[src/rtl/main_circuit_pkg.sv]
// Shared encodings and helpers for the parking/charging/storage fee block.
package main_circuit_pkg;

  typedef enum logic [2:0] {
    CODE_IDLE   = 3'b000,
    CODE_FEE1   = 3'b001,
    CODE_FEE2   = 3'b010,
    CODE_FEE3   = 3'b011,
    CODE_TOTAL  = 3'b100,
    CODE_PARK   = 3'b101,
    CODE_CHANGE = 3'b110,
    CODE_DIAG   = 3'b111
  } code_e;

  localparam logic [3:0] TEMP_LIMIT = 4'd12;

  function automatic logic [7:0] sat_add8(input logic [7:0] a, input logic [7:0] b);
    logic [8:0] s;
    s = {1'b0, a} + {1'b0, b};
    return s[8] ? 8'hFF : s[7:0];
  endfunction

  function automatic logic [7:0] bit_rev8(input logic [7:0] v);
    logic [7:0] r;
    for (int i = 0; i < 8; i++) r[i] = v[7-i];
    return r;
  endfunction

endpackage

[src/rtl/main_circuit_tariff_calc.sv]
// One fee term: rate picked by strict threshold compare, times quantity, plus surcharge (saturating).
module tariff_calc
  import main_circuit_pkg::*;
(
  input  logic [3:0] sel_value,
  input  logic [3:0] threshold,
  input  logic [3:0] price_high,
  input  logic [3:0] price_low,
  input  logic [3:0] qty,
  input  logic [7:0] additional,
  output logic [7:0] fee
);

  logic [3:0] rate;
  logic [7:0] product;

  // 4x4 product never exceeds 225, so only the surcharge add can overflow.
  assign rate    = (sel_value > threshold) ? price_high : price_low;
  assign product = {4'b0, rate} * {4'b0, qty};
  assign fee     = sat_add8(product, additional);

endmodule

[src/rtl/main_circuit.sv]
// Fee/payment/alarm block, all outputs registered (1-cycle latency, no backpressure).
// Define ALARM_LOCKOUT_EN to blank result and payment flags while any alarm is raised.
module main_circuit
  import main_circuit_pkg::*;
(
  input  logic       clk,
  input  logic       rst,
  input  logic [3:0] PRICE_1,
  input  logic [3:0] PRICE_2,
  input  logic [3:0] WEIGHT_THRESHOLD,
  input  logic [3:0] FAST_CHARGE_PRICE,
  input  logic [3:0] CHARGE_PRICE,
  input  logic [3:0] CHARGE_THRESHOLD,
  input  logic [3:0] HIGH_CAPACITY_PRICE,
  input  logic [3:0] SMALL_CAPACITY_PRICE,
  input  logic [3:0] CAPACITY_THRESHOLD,
  input  logic [3:0] PASSWORD,
  input  logic [3:0] WEIGHT,
  input  logic [3:0] temp,
  input  logic [7:0] firePosition,
  input  logic [3:0] duration,
  input  logic [3:0] power,
  input  logic [3:0] capacity,
  input  logic [3:0] user_password,
  input  logic [7:0] cash,
  input  logic [3:0] card_number,
  input  logic [7:0] PARK_SEQUENCE,
  input  logic [7:0] additional,
  input  logic [2:0] code,
  input  logic [3:0] hours,
  input  logic       reverse,
  output logic       password_matched,
  output logic       isPaidCash,
  output logic       isPaidCard,
  output logic [7:0] result,
  output logic [7:0] alarm_status
);

  logic [7:0] fee1, fee2, fee3, total, due;
  logic [7:0] result_n, alarm_n;
  logic       pm_n, cash_n, card_n, lock;

  tariff_calc u_fee1 (
    .sel_value(WEIGHT), .threshold(WEIGHT_THRESHOLD), .price_high(PRICE_2),
    .price_low(PRICE_1), .qty(hours), .additional(additional), .fee(fee1)
  );

  tariff_calc u_fee2 (
    .sel_value(power), .threshold(CHARGE_THRESHOLD), .price_high(FAST_CHARGE_PRICE),
    .price_low(CHARGE_PRICE), .qty(duration), .additional(additional), .fee(fee2)
  );

  tariff_calc u_fee3 (
    .sel_value(capacity), .threshold(CAPACITY_THRESHOLD), .price_high(HIGH_CAPACITY_PRICE),
    .price_low(SMALL_CAPACITY_PRICE), .qty(hours), .additional(additional), .fee(fee3)
  );

  assign total = sat_add8(sat_add8(fee1, fee2), fee3);

`ifdef ALARM_LOCKOUT_EN
  assign lock = |alarm_n;
`else
  assign lock = 1'b0;
`endif

  always_comb begin
    pm_n    = (user_password == PASSWORD);
    alarm_n = (temp >= TEMP_LIMIT) ? 8'hFF : firePosition;

    case (code_e'(code))
      CODE_FEE1:               due = fee1;
      CODE_FEE2:               due = fee2;
      CODE_FEE3:               due = fee3;
      CODE_TOTAL, CODE_CHANGE: due = total;
      default:                 due = 8'h00;
    endcase

    cash_n = (due != 8'h00) && (cash >= due);
    card_n = (due != 8'h00) && !cash_n && (card_number != 4'h0);

    case (code_e'(code))
      CODE_FEE1:   result_n = fee1;
      CODE_FEE2:   result_n = fee2;
      CODE_FEE3:   result_n = fee3;
      CODE_TOTAL:  result_n = total;
      CODE_PARK:   result_n = reverse ? bit_rev8(PARK_SEQUENCE) : PARK_SEQUENCE;
      CODE_CHANGE: result_n = (cash >= total) ? (cash - total) : 8'h00;
      CODE_DIAG:   result_n = {pm_n, |alarm_n, cash_n, card_n, 4'b0};
      default:     result_n = 8'h00;
    endcase

    // A wrong password (or an alarm lockout) hides everything except the alarm itself.
    if (!pm_n || lock) begin
      result_n = 8'h00;
      cash_n   = 1'b0;
      card_n   = 1'b0;
    end
  end

  always_ff @(posedge clk or posedge rst) begin
    if (rst) begin
      password_matched <= 1'b0;
      isPaidCash       <= 1'b0;
      isPaidCard       <= 1'b0;
      result           <= 8'h00;
      alarm_status     <= 8'h00;
    end else begin
      password_matched <= pm_n;
      isPaidCash       <= cash_n;
      isPaidCard       <= card_n;
      result           <= result_n;
      alarm_status     <= alarm_n;
    end
  end

endmodule

[config.mk]
export PLATFORM = sky130hd
export DESIGN_NAME = main_circuit
export DESIGN_NICKNAME = d
export VERILOG_FILES = /design/src/rtl/main_circuit_pkg.sv /design/src/rtl/main_circuit_tariff_calc.sv /design/src/rtl/main_circuit.sv
export SDC_FILE = /design/constraint.sdc
export NUM_CORES = 1
export LEC_CHECK = 0
export CELL_PAD_IN_SITES_DETAIL_PLACEMENT = 0
export CELL_PAD_IN_SITES_GLOBAL_PLACEMENT = 1
export CORE_ASPECT_RATIO = 1.2
export CORE_MARGIN = 1
export CORE_UTILIZATION = 41
export DETAILED_ROUTE_END_ITERATION = 7
export GPL_ROUTABILITY_DRIVEN = 0
export PLACE_DENSITY_LB_ADDON = 0.1
export REMOVE_ABC_BUFFERS = 1
export SETUP_SLACK_MARGIN = 0.05
export SLEW_MARGIN = 20
export SYNTH_ARGS = -nofsm -noshare
export SYNTH_HDL_FRONTEND = slang
export SYNTH_SLANG_ARGS = --single-unit
[constraint.sdc]
create_clock -name clk -period 0.93 [get_ports clk]
set_clock_uncertainty 0.05 [all_clocks]
set_input_delay 0.186 -clock clk [delete_from_list [all_inputs] [get_ports clk]]
set_output_delay 0.186 -clock clk [all_outputs]
set_load 0.02 [all_outputs]
After elaboration in Yosys (flattened, before gate mapping)
Index checks and enable logic that the tools add are counted.
{ "word_totals": {"latch_bits": 0, "out_inout_bits": 19, "n_memories": 0, "register_bits": 19, "ramBits": 0, "romBits": 0, "in_bits": 110} }
{ "op_classes": {"magnitude_cmp": 6, "mux": 16, "add_sub_neg": 6, "eq_ne": 8, "n_div": 0, "multipliers": 3, "n_reduce_logical": 8, "n_bitwise": 0, "n_shift": 0} }
{ "ops": {"columns": ["cell", "n"], "rows": [
  ["$mux 8", 9],
  ["$pmux 8 s7", 1],
  ["$add 8x8->9", 5],
  ["$pmux 8 s4", 1],
  ["$mul 4x4->8", 3],
  ["$ge 8x8->1", 2],
  ["$eq 3x3->1 const B", 4],
  ["$gt 4x4->1", 3],
  ["$mux 4", 3],
  ["$reduce_bool 8->1", 1],
  ["$reduce_or 8->1", 1],
  ["$sub 8x8->8", 1],
  ["$eq 3x2->1 const B", 2],
  ["$eq 4x4->1", 1],
  ["$ge 4x4->1 const B", 1],
  ["$reduce_bool 4->1", 1],
  ["$eq 3x1->1 const B", 1],
  ["$logic_and 1x1->1", 3],
  ["$mux 1", 2],
  ["$reduce_or 2->1", 1],
  ["$logic_not 1->1", 1]
]} }

Longest topological paths before layout
{ "logic_depth": {"word_depth": 17, "ltp_mapped": 48, "ltp_nobuf": 48} }

Modules after synthesis
A second synthesis with hierarchy kept.
{ "unflattened": {"hier_cells": 971, "hier_area_um2": 7154.4} }
{ "modules_own_cells": {"columns": ["module", "cells_per_inst", "instances", "area_each_um2"], "rows": [
  ["tariff_calc (u_fee1 ...)", 221, 2, 1540.2],
  ["main_circuit", 309, 1, 2529.9],
  ["tariff_calc (u_fee3)", 220, 1, 1544.0]
]} }

Worst setup path before layout
OpenSTA, ideal clock, no wires.
{ "synth_path": {"path_type": "input -> register", "from": "in WEIGHT_THRESHOLD[1]", "to": "reg result[1]", "setup_time_ps": 81, "path_slack_ps": -8480, "stages": 42, "t_arrival_ps": 9279, "cell_sequence": "inv_1 ha_1 nor2b_1 o21ai_0 nand2b_1 a21oi_1 a41o_1 mux2i_1 nand2b_1 fa_1 fa_1 fa_1 inv_1 ha_1 nor2_1 o31ai_2 mux2i_2 nor2_1 (+6 left out) or4_4 ha_1 o211ai_1 a21oi_1 o211ai_1 nand2_1 nor2_1 inv_1 ha_1 fa_1 nor2b_1 o21ai_0 a21boi_0 o21a_1 o21ai_0 a21oi_1 a2111oi_0 a21oi_1"} }
{ "synth_via": {"elab_chain_cells": 13, "elab_cells_between_ends": 14, "cone_classes": "4 x add/sub; 1 x mul; 2 x order compare; 7 x mux"} }
{ "synth_rtl": {"columns": ["item", "line", "text"], "rows": [
  ["from (decl)", "main_circuit.sv:10", "input logic [3:0] WEIGHT_THRESHOLD,"],
  ["$gt 4x4->1 (*)", "main_circuit_tariff_calc.sv:18", "assign rate = (sel_value > threshold) ? price_high : price_low;"],
  ["$mux 4 (*)", "main_circuit_tariff_calc.sv:18", null],
  ["$mul 4x4->8 (*)", "main_circuit_tariff_calc.sv:19", "assign product = {4'b0, rate} * {4'b0, qty};"],
  ["$add 8x8->9 (*)", "main_circuit_pkg.sv:19", "s = {1'b0, a} + {1'b0, b};"],
  ["$mux 8 (*)", "main_circuit_pkg.sv:20", "return s[8] ? 8'hFF : s[7:0];"],
  ["$add 8x8->9", "main_circuit_pkg.sv:19", null],
  ["$mux 8", "main_circuit_pkg.sv:20", null],
  ["$add 8x8->9", "main_circuit_pkg.sv:19", null],
  ["$mux 8", "main_circuit_pkg.sv:20", null],
  ["$sub 8x8->8 / $ge 8x8->1 (equally long branches)", "main_circuit.sv:87", "CODE_CHANGE: result_n = (cash >= total) ? (cash - total) : 8'h00;"],
  ["$mux 8", "main_circuit.sv:87", null],
  ["$pmux 8 s7 (*)", "main_circuit.sv:81", "case (code_e'(code))"],
  ["$mux 8 (*)", "main_circuit.sv:93", "if (!pm_n || lock) begin"],
  ["via result_n[1]", "main_circuit.sv:40", "logic [7:0] result_n, alarm_n;"],
  ["to (signal assigned)", "main_circuit.sv:111", "result <= result_n;"],
  ["to (decl)", "main_circuit.sv:35", "output logic [7:0] result,"]
]} }
Mark *: on every way through the listed nets, which the timed path passes. The rest lies on a longest branch.

Worst setup path in the final report
{ "layout_path": {"from": "in WEIGHT_THRESHOLD[1]", "to": "reg result[5]"} }
{ "layout_via": {"elab_chain_cells": 14, "elab_cells_between_ends": 18, "cone_classes": "4 x add/sub; 1 x mul; 3 x order compare; 8 x mux; 2 x reduce/logical"} }
{ "layout_rtl": {"columns": ["item", "line", "text"], "rows": [
  ["$gt 4x4->1 (*)", "main_circuit_tariff_calc.sv:18", null],
  ["$mux 4 (*)", "main_circuit_tariff_calc.sv:18", null],
  ["$mul 4x4->8 (*)", "main_circuit_tariff_calc.sv:19", null],
  ["$add 8x8->9 (*)", "main_circuit_pkg.sv:19", null],
  ["$mux 8 (*)", "main_circuit_pkg.sv:20", null],
  ["$add 8x8->9", "main_circuit_pkg.sv:19", null],
  ["$mux 8", "main_circuit_pkg.sv:20", null],
  ["$add 8x8->9", "main_circuit_pkg.sv:19", null],
  ["$mux 8", "main_circuit_pkg.sv:20", null],
  ["$pmux 8 s4", "main_circuit.sv:70", "case (code_e'(code))"],
  ["$ge 8x8->1 / $reduce_bool 8->1 (equally long branches)", "main_circuit.sv:78", "cash_n = (due != 8'h00) && (cash >= due);"],
  ["$logic_and 1x1->1", "main_circuit.sv:78", null],
  ["$pmux 8 s7 (*)", "main_circuit.sv:81", null],
  ["$mux 8 (*)", "main_circuit.sv:93", null],
  ["via result_n[5]", "main_circuit.sv:40", null]
]} }
Marks and branches as above.

==> metrics.md <==
| Metric | Value |
|---|---|
| FFs w/ async S/R, synth | `1.00` |
| Final WL | `19900 um` |
| Most frequent cells in the layout | `257 x buf_4, 83 x clkdlybuf4s50_1, 78 x inv_1, 69 x ha_1, 40 x nor2_1` |
| Fmax | `114 MHz` |
| CTS clock-pin slew for the worst setup and hold paths | `0.05 ns` |
| Vias | `6558` |
| Crit-path max FO | `4` |
| DRC Markers | `0` |
| Iteration-0 DRC Markers | `300` |
| Final Core Density | `0.769` |
| WS Path Type | `input port to flip-flop` |
| Commonest non-fill, non-tap cell in the layout | `buf_4` |
| Worst EP required | `0.96 ns` |
| Row cnt | `between 40 and 50` |
| Ys Warns | `0` |
| Sink Count | `19` |
| GRT Resource Usage Total | `0.282` |
| Status | `finished with violations` |
| Synth Flop Type | `dfrtp_1` |
| Crit path launch type | `input port` |
| Vias in the first global route | `6916` |
| Dpl hpwl | `15600 um` |
| Setup ws final | `-7.85 ns` |
| Post-place setup slack | `-9.20 ns` |
| #FFs+latches synth | `19` |
| Final Critical Period | `8.78 ns` |
| Setup crit end | `result[5]` |
| Die Ht | `approximately 130 um` |
| Pin count of the biggest net entering global routing | `20` |
| CTS tree | `built` |
| RSZ-0062 raised after global routing | `yes` |
| Final net count | `~1300` |
| Post-Synthesis Cell Area | `5450 um^2` |
| Slowest library cell on the worst path | `fa_1` |
| Seq/Total Area, Yosys | `0.0873` |
| Ant. Diodes | `0` |
| WL per Instance | `16.2 um` |
| DIE WIDTH | `107 um` |
| Die area | `13800 um^2` |
| Yosys top cell area share | `0.216` |
| Placed Area | `around 8700 um^2` |
| Post-synth cell types | `68` |
| Vias per cell | `5.34` |
| Root buf cell | `clkbuf_16` |
| Cell count after synthesis | `671` |
| HP Class | `input port to asynchronous set/reset pin` |
| Area contributors post-synth | `ha_1 22%, fa_1 11%, dfrtp_1 8.7%` |
| Least-Margin Pin Slew | `approximately 1.1 ns` |
| Initial antenna violation count | `0` |
| Post-CTS Hold Fix Bufs | `0` |
| Critical path origin | `WEIGHT_THRESHOLD[1]` |
| Synth Area per Inst | `roughly 8.1 um^2` |
| Count of pins over their slew limit | `0` |
| Hold Vio Cnt, Final | `0` |
| CTS Buffer Depth | `2` |
| I/O pins | `129` |
| Slew headroom | `0.228` |
| Number of I/O port buffers | `126` |
| GR Overflow Total | `0` |
| Max-cap violations | `0` |
| Initial core utilization | `0.426` |
| Number of H-tree levels | `1` |
| CP Capture Type | `flip-flop` |
| Fin crit share | `9.44` |
| Failing checks | `negative setup slack` |
| Area Growth Syn to Fin | `80.4%` |
| Critical path arrival | `about 9 ns` |
| Max incr delay on CP | `0.53 ns` |
| Leading area contributor after synthesis | `ha_1` |
| Total CTS buffers | `3` |
| Share of cells above drive strength 1 | `0.427` |
| First-pass GRT wire length | `31300 um` |
| Final setup violation count | `29` |
| EDFF count, synth | `0` |
| First drt pass iteration count | `5` |
| Final instance area | `9820 um^2` |
| Post-route ant nets | `0` |
| Core Area | `approximately 13000 um^2` |
## synthesized netlist by cell type, types with 3 or more instances
master and n:
o21a_1 5, a21o_1 8, a41o_1 3, or4_1 3
nor3_1 12, nor2_1 45, o21ai_0 21, a211oi_1 6
fa_1 30, o211ai_1 7, a31oi_1 5, a21oi_1 38
dfrtp_1 19, nor2b_1 37, mux2_2 5, ha_1 94
xor2_1 10, a21boi_0 5, inv_1 93, xnor2_1 13
clkbuf_1 4, and3_1 3, or3_1 11, o2111ai_1 4
o31ai_1 5, and2_1 9, nand2_1 30, mux2i_1 18
nand2b_1 30, a22o_1 3, nand3_1 20, or2_2 11
a211oi_2 4, o22ai_1 4, nor4_1 4, a221oi_1 8
## through the flow
step / cells / hold slack (ns) / setup TNS (ns)
floorplan: 666 / 0.0871 / -84.16
CTS: 1218 / 0.220 / -77.72
detailed placement: 1192 / 0.475 / -95.69
finish: 1227 / 0.230 / -78.47
global placement: 1192 / 0.468 / -92.33
global route: 1227 / 0.241 / -82.26
## worst min-delay path by stage
stage	from	end	slack [ns]	cells after the start
floorplan	rst	alarm_status[0]	0.09	1
detailed placement	rst	result[6]	0.48	3
CTS	rst	result[0]	0.22	3
global placement	rst	result[7]	0.47	3
finish	rst	result[0]	0.23	3
global route	rst	result[0]	0.24	3
## worst max-delay path, delay by kind of cell
family,cells,cell delay (ns)
compound gates,14,2.70
simple gates,10,1.51
mux,2,0.63
fa+ha+maj,8,2.64
buf+inv,8,0.76
xor+xnor,3,0.38
## registers in the layout, summed over array words and instances (netlist names)
name,cells
alarm_status,8
result,8
isPaidCard,1
isPaidCash,1
password_matched,1
## routing by layer
layer / global-route usage / routed length, um / up-vias
met5: 0 / 0 / -
met4: 0.0806 / 500 / 0
li1: - / - / 3155
met3: 0.0203 / 840 / 50
met1: 0.325 / 8160 / 3153
met2: 0.549 / 10400 / 200
## layout make-up
type / count / area, um^2
inverters: 93 / 354
well taps: 164 / 205
flip-flops and latches: 19 / 475
multi-input cells: 554 / 5410
fillers: 887 / 2960
clock buffers: 4 / 78.8
repair buffers: 393 / 3300
## what timing repair did
action,CTS,global route
gates resized for setup,287,63
pin swaps,93,35
setup buffers,22,9
setup endpoints to repair,30,30
## cell families after synthesis
kind of cell	after synthesis	synth area share
AND/OR/NAND/NOR	225	0.221
AO/OA/AOI/OAI	158	0.215
adder cells (fa/ha/maj)	124	0.326
flip-flops	19	0.0873
XOR/XNOR	23	0.0370
multiplexers	24	0.0459
buffers and inverters	98	0.0675
Power is left out: the tool's default activity adds up to more than one toggle a clock period on the data nets, which glitch-free logic cannot reach.
